--- src/rtl/sdram_arbiter_if.sv ---
`default_nettype none
// =============================================================================
// sdram_arbiter_if : requester-side and SRAM-side signals of the SDRAM arbiter
// Revision: 1.0
// =============================================================================
interface sdram_arbiter_if #(
  parameter int ADDR_W = 25
);
  logic              dma_req;
  logic              dma_we;
  logic [ADDR_W-1:0] dma_addr;
  logic [7:0]        dma_din;
  logic              dma_ack;

  logic              cpu_req;
  logic              cpu_we;
  logic [ADDR_W-1:0] cpu_addr;
  logic [7:0]        cpu_din;
  logic              cpu_ack;

  logic              tape_req;
  logic [ADDR_W-1:0] tape_addr;
  logic              tape_ack;

  logic              fdd_req;
  logic [ADDR_W-1:0] fdd_addr;
  logic              fdd_ack;

  logic [7:0]        rd_data;
  logic [1:0]        owner;

  logic [ADDR_W-1:0] mem_addr;
  logic [7:0]        mem_din;
  logic              mem_we;
  logic              mem_rd;
  logic              mem_ready;
  logic [7:0]        mem_dout;

  modport slave (
    input  dma_req, dma_we, dma_addr, dma_din,
    input  cpu_req, cpu_we, cpu_addr, cpu_din,
    input  tape_req, tape_addr,
    input  fdd_req, fdd_addr,
    output dma_ack, cpu_ack, tape_ack, fdd_ack,
    output rd_data, owner,
    output mem_addr, mem_din, mem_we, mem_rd,
    input  mem_ready, mem_dout
  );

  modport master (
    output dma_req, dma_we, dma_addr, dma_din,
    output cpu_req, cpu_we, cpu_addr, cpu_din,
    output tape_req, tape_addr,
    output fdd_req, fdd_addr,
    input  dma_ack, cpu_ack, tape_ack, fdd_ack,
    input  rd_data, owner,
    input  mem_addr, mem_din, mem_we, mem_rd,
    output mem_ready, mem_dout
  );
endinterface
`default_nettype wire

--- src/rtl/sdram_arbiter.sv ---
`default_nettype none
// =============================================================================
// sdram_arbiter : registered four-way arbiter in front of the shared SDRAM byte port
// Revision: 1.0
// =============================================================================
module sdram_arbiter #(
  parameter int ADDR_W   = 25,
  parameter int MAX_WAIT = 8
) (
  input  logic           clk_sys,
  input  logic           nRESET,
  sdram_arbiter_if.slave bus
);

  localparam int               CNT_W      = $clog2(MAX_WAIT + 1);
  localparam logic [CNT_W-1:0] c_MAX_CNT  = CNT_W'(MAX_WAIT);
  localparam logic [1:0]       c_OWN_DMA  = 2'd0;
  localparam logic [1:0]       c_OWN_CPU  = 2'd1;
  localparam logic [1:0]       c_OWN_TAPE = 2'd2;
  localparam logic [1:0]       c_OWN_FDD  = 2'd3;

  typedef enum logic [1:0] {
    S_IDLE   = 2'd0,
    S_ACCESS = 2'd1,
    S_DONE   = 2'd2
  } state_t;

  state_t            state_q, state_d;
  logic [ADDR_W-1:0] addr_q, addr_d;
  logic [7:0]        din_q, din_d;
  logic              we_q, we_d;
  logic [1:0]        owner_q, owner_d;
  logic [7:0]        rd_data_q, rd_data_d;
  logic              rr_q, rr_d;
  logic [CNT_W-1:0]  tape_cnt_q, tape_cnt_d;
  logic [CNT_W-1:0]  fdd_cnt_q, fdd_cnt_d;

  logic              w_any_req;
  logic              w_tape_prom;
  logic              w_fdd_prom;
  logic [1:0]        w_win;
  logic              w_access;
  logic              w_done;

  assign w_any_req   = bus.dma_req | bus.cpu_req | bus.tape_req | bus.fdd_req;
  assign w_tape_prom = bus.tape_req && (tape_cnt_q == c_MAX_CNT);
  assign w_fdd_prom  = bus.fdd_req && (fdd_cnt_q == c_MAX_CNT);

  // rr_q = 0 favours tape, 1 favours FDD whenever both streams tie
  always_comb begin : arbitrate
    w_win = c_OWN_DMA;
    if (bus.dma_req) begin
      w_win = c_OWN_DMA;
    end else if (w_tape_prom && w_fdd_prom) begin
      w_win = rr_q ? c_OWN_FDD : c_OWN_TAPE;
    end else if (w_tape_prom) begin
      w_win = c_OWN_TAPE;
    end else if (w_fdd_prom) begin
      w_win = c_OWN_FDD;
    end else if (bus.cpu_req) begin
      w_win = c_OWN_CPU;
    end else if (bus.tape_req && bus.fdd_req) begin
      w_win = rr_q ? c_OWN_FDD : c_OWN_TAPE;
    end else if (bus.tape_req) begin
      w_win = c_OWN_TAPE;
    end else begin
      w_win = c_OWN_FDD;
    end
  end

  always_comb begin : next_state
    state_d    = state_q;
    addr_d     = addr_q;
    din_d      = din_q;
    we_d       = we_q;
    owner_d    = owner_q;
    rd_data_d  = rd_data_q;
    rr_d       = rr_q;
    tape_cnt_d = bus.tape_req ? tape_cnt_q : '0;
    fdd_cnt_d  = bus.fdd_req ? fdd_cnt_q : '0;

    case (state_q)
      S_IDLE: begin
        if (w_any_req) begin
          state_d = S_ACCESS;
          owner_d = w_win;
          case (w_win)
            c_OWN_DMA: begin
              addr_d = bus.dma_addr;
              din_d  = bus.dma_din;
              we_d   = bus.dma_we;
            end
            c_OWN_CPU: begin
              addr_d = bus.cpu_addr;
              din_d  = bus.cpu_din;
              we_d   = bus.cpu_we;
            end
            c_OWN_TAPE: begin
              addr_d = bus.tape_addr;
              din_d  = 8'h00;
              we_d   = 1'b0;
            end
            default: begin
              addr_d = bus.fdd_addr;
              din_d  = 8'h00;
              we_d   = 1'b0;
            end
          endcase

          if (w_win == c_OWN_TAPE || w_win == c_OWN_FDD) begin
            rr_d = ~rr_q;
          end

          // Only a CPU win counts as a lost arbitration for the streams
          if (w_win == c_OWN_TAPE) begin
            tape_cnt_d = '0;
          end else if (w_win == c_OWN_CPU && bus.tape_req && tape_cnt_q != c_MAX_CNT) begin
            tape_cnt_d = tape_cnt_q + 1'b1;
          end

          if (w_win == c_OWN_FDD) begin
            fdd_cnt_d = '0;
          end else if (w_win == c_OWN_CPU && bus.fdd_req && fdd_cnt_q != c_MAX_CNT) begin
            fdd_cnt_d = fdd_cnt_q + 1'b1;
          end
        end
      end
      S_ACCESS: begin
        if (bus.mem_ready) begin
          state_d = S_DONE;
          if (!we_q) begin
            rd_data_d = bus.mem_dout;
          end
        end
      end
      S_DONE: begin
        state_d = S_IDLE;
      end
      default: begin
        state_d = S_IDLE;
      end
    endcase
  end

  always_ff @(posedge clk_sys) begin
    if (!nRESET) begin
      state_q    <= S_IDLE;
      addr_q     <= '0;
      din_q      <= 8'h00;
      we_q       <= 1'b0;
      owner_q    <= c_OWN_DMA;
      rd_data_q  <= 8'h00;
      rr_q       <= 1'b0;
      tape_cnt_q <= '0;
      fdd_cnt_q  <= '0;
    end else begin
      state_q    <= state_d;
      addr_q     <= addr_d;
      din_q      <= din_d;
      we_q       <= we_d;
      owner_q    <= owner_d;
      rd_data_q  <= rd_data_d;
      rr_q       <= rr_d;
      tape_cnt_q <= tape_cnt_d;
      fdd_cnt_q  <= fdd_cnt_d;
    end
  end

  // Outputs are forced low for as long as nRESET is held, not only after the edge
  assign w_access = nRESET && (state_q == S_ACCESS);
  assign w_done   = nRESET && (state_q == S_DONE);

  assign bus.mem_addr = nRESET ? addr_q : '0;
  assign bus.mem_din  = nRESET ? din_q : 8'h00;
  assign bus.mem_we   = w_access && we_q;
  assign bus.mem_rd   = w_access && !we_q;

  assign bus.dma_ack  = w_done && (owner_q == c_OWN_DMA);
  assign bus.cpu_ack  = w_done && (owner_q == c_OWN_CPU);
  assign bus.tape_ack = w_done && (owner_q == c_OWN_TAPE);
  assign bus.fdd_ack  = w_done && (owner_q == c_OWN_FDD);

  assign bus.rd_data  = nRESET ? rd_data_q : 8'h00;
  assign bus.owner    = nRESET ? owner_q : 2'd0;

endmodule
`default_nettype wire

--- src/flat_wrapper.sv ---
// flat-port wrapper written by rule: the top's interface ports become plain ports
module sdram_arbiter_flat 
#(
  parameter int ADDR_W   = 25,
  parameter int MAX_WAIT = 8
)
  (clk_sys, nRESET, bus_dma_req, bus_dma_we, bus_dma_addr, bus_dma_din, bus_cpu_req, bus_cpu_we, bus_cpu_addr, bus_cpu_din, bus_tape_req, bus_tape_addr, bus_fdd_req, bus_fdd_addr, bus_dma_ack, bus_cpu_ack, bus_tape_ack, bus_fdd_ack, bus_rd_data, bus_owner, bus_mem_addr, bus_mem_din, bus_mem_we, bus_mem_rd, bus_mem_ready, bus_mem_dout);
  sdram_arbiter_if #(.ADDR_W(ADDR_W)) bus_i ();
  input  logic clk_sys;
  input  logic nRESET;
  input wire logic [$bits(bus_i.dma_req)-1:0] bus_dma_req;
  input wire logic [$bits(bus_i.dma_we)-1:0] bus_dma_we;
  input wire logic [$bits(bus_i.dma_addr)-1:0] bus_dma_addr;
  input wire logic [$bits(bus_i.dma_din)-1:0] bus_dma_din;
  input wire logic [$bits(bus_i.cpu_req)-1:0] bus_cpu_req;
  input wire logic [$bits(bus_i.cpu_we)-1:0] bus_cpu_we;
  input wire logic [$bits(bus_i.cpu_addr)-1:0] bus_cpu_addr;
  input wire logic [$bits(bus_i.cpu_din)-1:0] bus_cpu_din;
  input wire logic [$bits(bus_i.tape_req)-1:0] bus_tape_req;
  input wire logic [$bits(bus_i.tape_addr)-1:0] bus_tape_addr;
  input wire logic [$bits(bus_i.fdd_req)-1:0] bus_fdd_req;
  input wire logic [$bits(bus_i.fdd_addr)-1:0] bus_fdd_addr;
  output wire logic [$bits(bus_i.dma_ack)-1:0] bus_dma_ack;
  output wire logic [$bits(bus_i.cpu_ack)-1:0] bus_cpu_ack;
  output wire logic [$bits(bus_i.tape_ack)-1:0] bus_tape_ack;
  output wire logic [$bits(bus_i.fdd_ack)-1:0] bus_fdd_ack;
  output wire logic [$bits(bus_i.rd_data)-1:0] bus_rd_data;
  output wire logic [$bits(bus_i.owner)-1:0] bus_owner;
  output wire logic [$bits(bus_i.mem_addr)-1:0] bus_mem_addr;
  output wire logic [$bits(bus_i.mem_din)-1:0] bus_mem_din;
  output wire logic [$bits(bus_i.mem_we)-1:0] bus_mem_we;
  output wire logic [$bits(bus_i.mem_rd)-1:0] bus_mem_rd;
  input wire logic [$bits(bus_i.mem_ready)-1:0] bus_mem_ready;
  input wire logic [$bits(bus_i.mem_dout)-1:0] bus_mem_dout;
  assign bus_i.dma_req = bus_dma_req;
  assign bus_i.dma_we = bus_dma_we;
  assign bus_i.dma_addr = bus_dma_addr;
  assign bus_i.dma_din = bus_dma_din;
  assign bus_i.cpu_req = bus_cpu_req;
  assign bus_i.cpu_we = bus_cpu_we;
  assign bus_i.cpu_addr = bus_cpu_addr;
  assign bus_i.cpu_din = bus_cpu_din;
  assign bus_i.tape_req = bus_tape_req;
  assign bus_i.tape_addr = bus_tape_addr;
  assign bus_i.fdd_req = bus_fdd_req;
  assign bus_i.fdd_addr = bus_fdd_addr;
  assign bus_dma_ack = bus_i.dma_ack;
  assign bus_cpu_ack = bus_i.cpu_ack;
  assign bus_tape_ack = bus_i.tape_ack;
  assign bus_fdd_ack = bus_i.fdd_ack;
  assign bus_rd_data = bus_i.rd_data;
  assign bus_owner = bus_i.owner;
  assign bus_mem_addr = bus_i.mem_addr;
  assign bus_mem_din = bus_i.mem_din;
  assign bus_mem_we = bus_i.mem_we;
  assign bus_mem_rd = bus_i.mem_rd;
  assign bus_i.mem_ready = bus_mem_ready;
  assign bus_i.mem_dout = bus_mem_dout;
  sdram_arbiter #(.ADDR_W(ADDR_W), .MAX_WAIT(MAX_WAIT)) u_core (.clk_sys(clk_sys), .nRESET(nRESET), .bus(bus_i));
endmodule
--- config.mk ---
export PLATFORM = sky130hd
export DESIGN_NAME = sdram_arbiter_flat
export DESIGN_NICKNAME = d
export VERILOG_FILES = /design/src/rtl/sdram_arbiter_if.sv /design/src/rtl/sdram_arbiter.sv /design/src/flat_wrapper.sv
export SDC_FILE = /design/constraint.sdc
export NUM_CORES = 1
export LEC_CHECK = 0
export ABC_AREA = 1
export CAP_MARGIN = 15
export CORE_UTILIZATION = 35
export DETAILED_ROUTE_END_ITERATION = 7
export GPL_ROUTABILITY_DRIVEN = 0
export PLACE_DENSITY = 0.72
export SLEW_MARGIN = 20
export SYNTH_ARGS = -nofsm -noshare
export SYNTH_HDL_FRONTEND = slang
export SYNTH_SLANG_ARGS = --single-unit
--- constraint.sdc ---
create_clock -name clk_sys -period 2.8 [get_ports clk_sys]
set_input_delay 0.28 -clock clk_sys [delete_from_list [all_inputs] [get_ports clk_sys]]
set_output_delay 0.28 -clock clk_sys [all_outputs]
set_load 0.01 [all_outputs]
Word level (Yosys, flattened, before mapping)

Cells that the tools add are included.

Bits of input ports: 133
Word-level logic and storage cells: 83
Register bits after elaboration: 55
Output and inout bits: 49

Reductions and logical operators: 25
Multiplexer cells: 28
$add $sub $neg: 2
Bitwise operators: 5
Eq/ne operators: 14

Operators by type and width:

| kind                                           | count |
|---|---|
| case mux 25 bit (3 select lines)               | 1 |
| 2-to-1 mux 4 bit                               | 10 |
| 2-to-1 mux 25 bit                              | 1 |
| 2-to-1 mux 2 bit                               | 9 |
| logical AND 1 bit                              | 16 |
| 2-to-1 mux 8 bit                               | 2 |
| case mux 8 bit (2 select lines)                | 1 |
| == test 2 bit (second input constant)          | 5 |
| adder 4 x 1 -> 4 bit (second input constant)   | 2 |
| == test 4 bit (second input constant)          | 2 |
| != test 4 bit (second input constant)          | 2 |
| == test 2 x 1 -> 1 bit (second input constant) | 3 |
| logical NOT 2 bit                              | 3 |
| AND reduction 3 bit                            | 2 |
| case mux 2 bit (2 select lines)                | 1 |
| AND reduction 2 bit                            | 2 |
| bitwise OR 1 bit                               | 3 |
| 2-to-1 mux 1 bit                               | 2 |
| != test 2 x 1 -> 1 bit (second input constant) | 1 |
| != test 2 bit (second input constant)          | 1 |
| NOT 1 bit                                      | 2 |
| case mux 1 bit (2 select lines)                | 1 |
| logical NOT 1 bit                              | 1 |
| logical OR 1 bit                               | 1 |

Depth between registers and ports, before layout

Gate-level depths: netlist (run 1).

Depth after elaboration: 14
Gate-level depth with buffers: 14
Gate-level depth less buffers: 13

Worst setup path after synthesis (run 1)

No wires, ideal clock.

Path kind: register -> register
From: reg u_core.fdd_cnt_q[0]
To: reg u_core.addr_q[11]
Arrival time: 1,586 ps
Setup slack: 1,101 ps
Required time: 2,687 ps
Buffers on the path: 2
Library setup time: 113 ps
Clock period less this slack: 1,699 ps
Cell stages (with the launch flop): 13
Cell sequence: dfxtp_1 -> inv_1 -> ha_1 -> inv_1 -> nor2_2 -> nand2_4 -> nand3_2 -> buf_6 -> buf_6 -> o21ai_0 -> nand3_1 -> nand3_1 -> nand2_1

Cells in the longest elaborated chain, start to end: 8
Elaborated cells on any way between the ends: 11
Those cells by class: eq/ne (3); mux (5); reduce/logical (3)

RTL lines:

| item                                  | line                 | RTL |
|---|---|---|
| start, declared                       | sdram_arbiter.sv:36  | `logic [CNT_W-1:0] fdd_cnt_q, fdd_cnt_d;` |
| start signal, assigned                | sdram_arbiter.sv:165 | `fdd_cnt_q <= fdd_cnt_d;` |
| == test 4 bit *                       | sdram_arbiter.sv:47  | `assign w_fdd_prom = bus.fdd_req && (fdd_cnt_q == c_MAX_CNT);` |
| logical AND 1 bit *                   | sdram_arbiter.sv:47  |  |
| 2-to-1 mux 2 bit                      | sdram_arbiter.sv:58  | `end else if (w_fdd_prom) begin` |
| 2-to-1 mux 2 bit                      | sdram_arbiter.sv:56  | `end else if (w_tape_prom) begin` |
| 2-to-1 mux 2 bit *                    | sdram_arbiter.sv:54  | `end else if (w_tape_prom && w_fdd_prom) begin` |
| 2-to-1 mux 2 bit *                    | sdram_arbiter.sv:52  | `if (bus.dma_req) begin` |
| == test 2 bit (tied with other cells) | sdram_arbiter.sv:87  | `case (w_win)` |
| case mux 25 bit (3 select lines) *    | sdram_arbiter.sv:87  |  |
| end signal, assigned                  | sdram_arbiter.sv:158 | `addr_q <= addr_d;` |
| end, declared                         | sdram_arbiter.sv:29  | `logic [ADDR_W-1:0] addr_q, addr_d;` |

Mark *: on every way between the ends. The rest lies on a longest branch, timed or not.
A chain may end at the register's enable or synchronous reset.

Worst setup path after layout (run 1)

From: reg u_core.fdd_cnt_q[0]
To: reg u_core.addr_q[24]

Same word-level chain as after synthesis.

==> results.yml, run 1 <==
global_route:
  antenna_found_initial: 0
  grt_max_degree: 44
  grtUsageTotal: 0.216
  grt_overflow_total: 0
  grt_pass1_vias: 3986
  grt_pass1_wl_mm: 19.0
sta:
  setup_viol: 0
  post-route-period-util: 0.762
  fin_skew_ns: 0.00977
  period_minus_slack_ns: 2.13
  finalSetupTns_ns: 0
  hold_viol_final: 0
  tightest_slew_ns: 0.577
  fmax_mhz: 469
  slew_violations: 0
  slew_headroom: 0.614
  grt_setup_unrepaired: "no"
die:
  start_util: 0.366
  io_pins: 182
  coreArea_um2: 9910
  die-area_um2: 10800
  die_y_um: 104
  rows: 36
  dieWidth_um: 104
yosys:
  synth_area_per_cell_um2: 5.94
  syn_inst: 610
  syn-num-nets: 747
  ys_ff_latch: 55
  ys_types: 29
  yosys.area.top_type: "dfxtp_1"
  syn_area_um2: 3620
  synthTopCellsByArea: "dfxtp_1 (30%), nand2_1 (22%), nand3_1 (11%)"
  yosysTopAreaCellShare: 0.304
  synth_seq_area_share: 0.304
  synthesis.yosys.warnings: 0
critical_path:
  r2r-start: "u_core.fdd_cnt_q[0]"
  cp-startpoint: "u_core.fdd_cnt_q[0]"
  r2r-end: "u_core.addr_q[24]"
  r2r_slack_ns: 0.67
  cp.required_ns: 3.05
  cp-end-kind: "flop"
  startpoint_type: "flop"
  endpoint: "u_core.addr_q[24]"
  r2r_cells: 12
  worst-setup-path-type: "flop to flop"
  crit_arrival_ns: 2.38
  cp_max_fo: 20
layout:
  final_cell_mix: "nand2_1 (217), clkdlybuf4s50_1 (180), inv_1 (99)"
  utilization: 0.564
  mostFrequentLayoutCell: "nand2_1"
  drive_above_1_share: 0.0514
  nets: 914
  antenna_cells: 0
  syn_to_final_growth_pct: 54.1
routing:
  vias: 4300
  drcViolationCount: 0
  wirelength_mm: 11.9
  drt_iter0_markers: 305
  wire_per_inst_um: 13.1
  drt-vias-per-instance: 4.72
  first_pass_iters: 5
  drtAntennaViolNets: 0
clock_tree:
  htree_levels: 2
  ctsHoldBuffers: 0
  clockBufferDepth: 2
  cts_root_buf: "clkbuf_8"
  clk_latency_ns: 0.31
  cts_buffers: 5
  clk_pin_slew_ns: 0.10
  cts_setup_buffers: 0
  cts_sinks: 55
  cts_resized: 0
  tritoncts: "yes"
min_path:
  min-delay-start: "nRESET"
  min_path_type: "input port to flop"
power:
  switching_share: 0.316
  p_comb_frac: 0.352
  power_density_nw_per_um2: 369
  p_sw_mw: 0.650
  p_leak_nw: 2.77
  seqPwrFrac: 0.437
  clkPwrFrac: 0.211
  intPower_mw: 1.41
  peakVddDrop_uv: 257
run:
  max_cap_violations: 0
status:
  status: "complete, no violations"
placement:
  dp_hpwl_mm: 8.94
  portBuffers: 181
-- power groups by stage --
stage	registers (mW)	logic [mW]	clock network, mW
after floorplan	0.910	0.364	0
after global placement	0.915	0.714	0
after detailed placement	0.919	0.726	0
after CTS	0.901	0.730	0.450
after global routing	0.909	0.802	0.482
final	0.901	0.726	0.434
-- synthesized netlist by cell type (all sizes together) --
library cell	n
buf	22
xnor2	2
nand4	9
inv	103
a22oi	2
a21oi	9
nand3	82
nor2	40
nand2	222
o211ai	1
dfxtp	55
nor3	4
ha	4
clkbuf	10
o21ai	41
o22ai	1
xor2	3
-- cell type report --
type / count / area, um2
fillers: 978 / 4330
clock buffers: 6 / 72.6
flip-flops and latches: 55 / 1100
repair buffers: 192 / 1900
inverters: 103 / 387
multi-input cells: 420 / 1940
clock inverters: 2 / 12.5
well taps: 133 / 166
-- cell families after synthesis --
kind of cell,Yosys count,synth area share
and+or+nand+nor,357,0.432
adders and majority gates,4,0.0138
AOI/OAI and AO/OA,54,0.0780
DFF,55,0.304
buffers and inverters,135,0.161
xor gates and xnor gates,5,0.0121
-- worst max-delay path: stages (launching register included) --
cell and delay [ns]:
dfxtp_1 0.43, inv_1 0.07, ha_1 0.24, inv_1 0.09, nor2_2 0.05, nand2_4 0.09, nand3_2 0.10, buf_4 0.23
nor2_4 0.40, nand2_1 0.10, nand3_1 0.12, nand3_1 0.08, nand2_1 0.06
-- stage by stage --
step	power [mW]	hold WS, ns	cell area (um2)	setup slack, ns	cells
global placement	1.63	0.462	5500	0.552	903
floorplan	1.27	0.392	3620	1.10	610
detailed placement	1.65	0.473	5500	0.496	903
finish	2.06	0.322	5580	0.667	911
global route	2.19	0.348	5580	0.477	911
CTS	2.08	0.317	5580	0.660	911
-- state kept, by name, indices dropped and copies added (netlist names) --
signal and flops:
u_core.addr_q 25, u_core.din_q 8, u_core.rd_data_q 8, u_core.fdd_cnt_q 4, u_core.tape_cnt_q 4, u_core.owner_q 2
u_core.state_q 2, u_core.rr_q 1, u_core.we_q 1
-- per-layer routing --
layer / global-route usage / part of all wire / vias up
met2: 0.399 / 0.49 / 179
met4: 0.0541 / 0.019 / 0
li1: - / - / 2201
met5: 0 / 0 / -
met3: 0.0390 / 0.062 / 20
met1: 0.256 / 0.43 / 1900
-- worst min-delay path by stage --
stage	end	slack, ns	cells after the start
3_3_place_gp	u_core.rd_data_q[3]	0.46	2
2_1_floorplan	u_core.state_q[1]	0.39	2
5_1_grt	u_core.rd_data_q[5]	0.35	3
4_1_cts	u_core.rd_data_q[5]	0.32	3
3_5_place_dp	u_core.rd_data_q[1]	0.47	2
6_report	u_core.rd_data_q[5]	0.32	3
No activity file was read; power rests on OpenSTA's default activity.
==> run 2, diff against run 1 <==
clock period = 2.1 ns   (was 2.8 ns; I/O delays follow)
==> run 2 against run 1 <==
  * Sequential power grew 33%
  * Register-to-register slack worse by 0.52 ns
  * Die area unchanged
  * Core utilization increased by 1.4 points
  * Combinational power is 38% higher
  * Power increased by 41%
  * First-iteration DRC count shrank 31%
  * Clock-buffer cell count stayed put
  * Critical path depth grew 1
  * Routed wire length up 2.6%
  * Critical path type unchanged
  * Largest cell class is now non-clock buffers
==> results.yml, run 2 (same netlist as run 1, synthesis figures left out) <==
routing:
  drt_iter0_markers: 211
  drcViolationCount: 0
  vias: 4341
  first_pass_iters: 4
  drt-vias-per-instance: 4.72
  wirelength_mm: 12.2
  wire_per_inst_um: 13.3
  drtAntennaViolNets: 0
clock_tree:
  cts_root_buf: "clkbuf_8"
  clk_latency_ns: 0.31
  clockBufferDepth: 2
  cts_buffers: 5
  clk_pin_slew_ns: 0.10
  cts_resized: 0
  cts_setup_buffers: 0
  tritoncts: "yes"
  ctsHoldBuffers: 0
  htree_levels: 2
  cts_sinks: 55
critical_path:
  worst-setup-path-type: "flop to flop"
  crit_arrival_ns: 2.21
  slowest_delay_ns: 0.44
  cp_max_fo: 20
  cp-end-kind: "flop"
  r2r_slack_ns: 0.15
  cp.required_ns: 2.36
  crit_slowest_cell: "dfxtp_1"
  crit_chain: "inv_1 -> ha_1 -> inv_1 -> nor2_2 -> nand2_4 -> nand3_2 -> buf_4 -> nor2_4 -> buf_12 -> nand2_1 -> nand3_1 -> nand3_1 -> nand2_1"
  worst-path-buf-inv: 4
  crit_family: "simple AND/OR/NAND/NOR gates"
  startpoint_type: "flop"
min_path:
  min_path_type: "input port to flop"
power:
  p_leak_nw: 2.84
  power_density_nw_per_um2: 507
  peakVddDrop_uv: 297
run:
  max_cap_violations: 0
layout:
  nets: 923
  top_regs: "u_core.addr_q (25), u_core.din_q (8), u_core.rd_data_q (8)"
  mostFrequentLayoutCell: "nand2_1"
  drive_above_1_share: 0.0611
  max_flop_register: "u_core.addr_q"
  syn_to_final_growth_pct: 57.8
  largest_reg_flops: 25
  finalNonFillerCells: 919
  final_cell_mix: "nand2_1 (217), clkdlybuf4s50_1 (180), inv_1 (99)"
  design_area_um2: 5720
  antenna_cells: 0
global_route:
  grt_pass1_wl_mm: 19.8
  grt-busiest-layer: "met2"
  met1_usage: 0.260
  grt_pass1_vias: 4229
  antenna_found_initial: 0
  grt_overflow_total: 0
  grtUsageTotal: 0.225
  grt_max_degree: 40
  use_met2: 0.416
  grtUsageMet3: 0.0485
die:
  die-area_um2: 10800
  dieWidth_um: 104
  start_util: 0.366
  coreArea_um2: 9910
  io_pins: 182
  rows: 36
  die_y_um: 104
sta:
  hold_viol_final: 0
  grt_setup_unrepaired: "no"
  post-route-period-util: 0.930
  tightest_slew_ns: 0.420
  fmax_mhz: 512
  fin_skew_ns: 0.00797
  setup_viol: 0
  period_minus_slack_ns: 1.95
  slew_violations: 0
  slew_headroom: 0.720
  finalSetupTns_ns: 0
placement:
  dp_cells: 912
  portBuffers: 181
  dpl_cell_area_um2: 5620
  dp_hpwl_mm: 9.39
status:
  status: "complete, no violations"
-- run 2: cell count changes in the layout (fill, tap and decap cells not counted) --
cell,delta
clkinv_2,-1
buf_12,+4
buf_4,+5
clkinvlp_4,-1
bufinv_16,+1
-- run 2: layout make-up --
type	instances	area (um2)
fill	994	4190
inverter	103	387
timing repair buffer	201	2020
multi-input combinational	420	1940
clock buffer	6	72.6
sequential	55	1100
tap	133	166
clock inverter	1	30.0
-- run 2: worst paths after layout --
check	endpoint	depth (start not counted)	startpoint
max	u_core.addr_q[9]	13	u_core.fdd_cnt_q[0]
min reg2reg	u_core.din_q[6]	2	u_core.din_q[6]
max reg2reg	u_core.addr_q[9]	13	u_core.fdd_cnt_q[0]
min	u_core.rd_data_q[0]	3	nRESET
-- run 2: stage by stage --
stage          hold WS [ns]  power, mW  setup WS, ns  utilization
2_1_floorplan         0.322       1.70         0.401            -
3_3_place_gp          0.462       2.21         0.130        0.567
3_5_place_dp          0.473       2.23        0.0610        0.567
4_1_cts               0.250       2.93         0.148        0.577
5_1_grt               0.261       3.07      0.000605        0.577
6_report              0.254       2.90         0.147        0.577
-- run 2: where the power goes --
group	total, mW	switching (mW)	internal, mW
registers	1.20	0.0432	1.16
clock network	0.692	0.342	0.350
logic	1.00	0.487	0.517
-- run 2: metal layers --
| metal | up-vias | routed length, um | share of wire |
|---|---|---|---|
| met1 | 1945 | 5070 | 0.42 |
| met5 | - | 0 | 0 |
| met3 | 22 | 818 | 0.067 |
| li1 | 2222 | - | - |
| met4 | 0 | 255 | 0.021 |
| met2 | 152 | 6060 | 0.50 |
-- run 2: worst register-to-register path, delay by kind of cell, from the launching register on --
family,cells,cell delay (ns)
buf+inv,4,0.54
flops,1,0.44
fa+ha+maj,1,0.24
simple gates,8,0.69
==> run 3, diff against run 2 <==
REMOVE_ABC_BUFFERS = 1   (was not set)
SLEW_MARGIN = not set   (was 20)
==> run 3 against run 2 <==
  * Core utilization shrank 0.34 points
  * Worst setup slack improved by 0.044 ns
  * Non-clock buffer count down 4
  * Via count grew 0.12%
  * Final area fell by 0.59%
  * Power down 3.5%
  * Clock skew up 0.0036 ns
  * Largest cell class unchanged
  * Largest power group unchanged
==> results.yml, run 3 (same netlist as run 1, synthesis figures left out) <==
routing:
  first_pass_iters: 5
  wirelength_mm: 11.5
  drtAntennaViolNets: 0
  vias: 4346
  drcViolationCount: 0
  wire_per_inst_um: 12.6
  drt-vias-per-instance: 4.74
  drt_iter0_markers: 181
clock_tree:
  cts_buffers: 5
  clk_pin_slew_ns: 0.11
  tritoncts: "yes"
  cts_root_buf: "clkbuf_8"
  clk_latency_ns: 0.31
  clockBufferDepth: 2
  cts_setup_buffers: 0
  htree_levels: 2
  cts_sinks: 55
power:
  power_mw: 2.80
  seqPwrFrac: 0.429
  p_leak_nw: 2.81
  p_comb_frac: 0.354
  peakVddDrop_uv: 244
  switching_share: 0.317
  clkPwrFrac: 0.217
  p_sw_mw: 0.887
  power_density_nw_per_um2: 492
  intPower_mw: 1.91
global_route:
  grt_pass1_wl_mm: 18.8
  grtUsageTotal: 0.212
  grt_overflow_total: 0
  grt_pass1_vias: 4055
  antenna_found_initial: 0
  grt_max_degree: 42
layout:
  finalNonFillerCells: 916
  top_regs: "u_core.addr_q (25), u_core.din_q (8), u_core.rd_data_q (8)"
  antenna_cells: 0
  regArea_um2: 1110
  drive_above_1_share: 0.0613
  utilization: 0.574
  largest_reg_flops: 25
  n_fill_cell: 972
  multi_input_area_um2: 1940
  mostFrequentLayoutCell: "nand2_1"
  max_flop_register: "u_core.addr_q"
  design_area_um2: 5690
  syn_to_final_growth_pct: 56.9
  nets: 919
  final_cell_mix: "nand2_1 (217), clkdlybuf4s50_1 (180), inv_1 (99)"
sta:
  slew_headroom: 0.718
  layout_setup_ws_ns: 0.191
  finalSetupTns_ns: 0
  period_minus_slack_ns: 1.91
  hold_viol_final: 0
  grt_setup_unrepaired: "no"
  post-route-period-util: 0.909
  hold_ws_ns: 0.369
  setup_viol: 0
  fin_skew_ns: 0.0116
  slew_violations: 0
  fmax_mhz: 524
  tightest_slew_ns: 0.424
run:
  max_cap_violations: 0
placement:
  dp_cells: 908
  dp_hpwl_mm: 8.83
  portBuffers: 181
  dpl_cell_area_um2: 5590
  place_ws_ns: 0.0203
die:
  die-area_um2: 10800
  coreArea_um2: 9910
  io_pins: 182
  dieWidth_um: 104
  die_y_um: 104
  start_util: 0.366
  rows: 36
critical_path:
  cp-end-kind: "flop"
  cp_max_fo: 25
  crit_arrival_ns: 2.14
  startpoint_type: "flop"
  cp.required_ns: 2.33
  worst-setup-path-type: "flop to flop"
status:
  status: "complete, no violations"
min_path:
  min_path_type: "input port to flop"
-- run 3: power groups by stage --
stage               Clock, mW  Sequential, mW  Combinational [mW]
detailed placement          0            1.23               0.994
floorplan                   0            1.21               0.423
global placement            0            1.22               0.978
finish                  0.606            1.20               0.991
global route            0.678            1.21                1.10
CTS                     0.634            1.20               0.999
-- run 3: layer usage --
metal / global-route usage / vias up / part of all wire
met4: 0.0571 / 0 / 0.015
met1: 0.241 / 1923 / 0.41
met5: 0 / - / 0
met3: 0.0516 / 12 / 0.086
met2: 0.393 / 197 / 0.49
li1: - / 2214 / -
-- run 3: final cells by class --
type / count / area share
clock inverter: 3 / 0.00440
tap: 133 / 0.0293
clock buffer: 5 / 0.0121
timing repair buffer: 197 / 0.350
multi-input combinational: 420 / 0.342
inverter: 103 / 0.0680
sequential: 55 / 0.195
-- run 3: critical path, cell delays in order, from the launching register on --
cell,delay (ns)
dfxtp_4,0.38
inv_1,0.06
ha_1,0.21
inv_1,0.07
nor2_2,0.13
nand2_4,0.08
nand2_4,0.08
nand2_2,0.08
nor2_8,0.13
buf_12,0.17
nand3_1,0.14
nand2_1,0.11
nand3_1,0.08
a21oi_1,0.13
-- run 3: timing repair --
| item | 4_1_cts | 5_1_grt |
|---|---|---|
| endpoints found under the hold margin | 0 | 0 |
| gates resized for setup | 0 | 3 |
| hold buffers | 0 | 0 |
| setup endpoints to repair | 0 | 4 |
-- run 3: worst paths after layout --
check                         to           startpoint  depth (start not counted)  slack, ns
max          u_core.fdd_cnt_q[1]  u_core.fdd_cnt_q[0]                         13       0.19
min          u_core.rd_data_q[3]               nRESET                          4       0.37
max reg2reg  u_core.fdd_cnt_q[1]  u_core.fdd_cnt_q[0]                         13       0.19
min reg2reg      u_core.din_q[6]      u_core.din_q[6]                          2       0.49
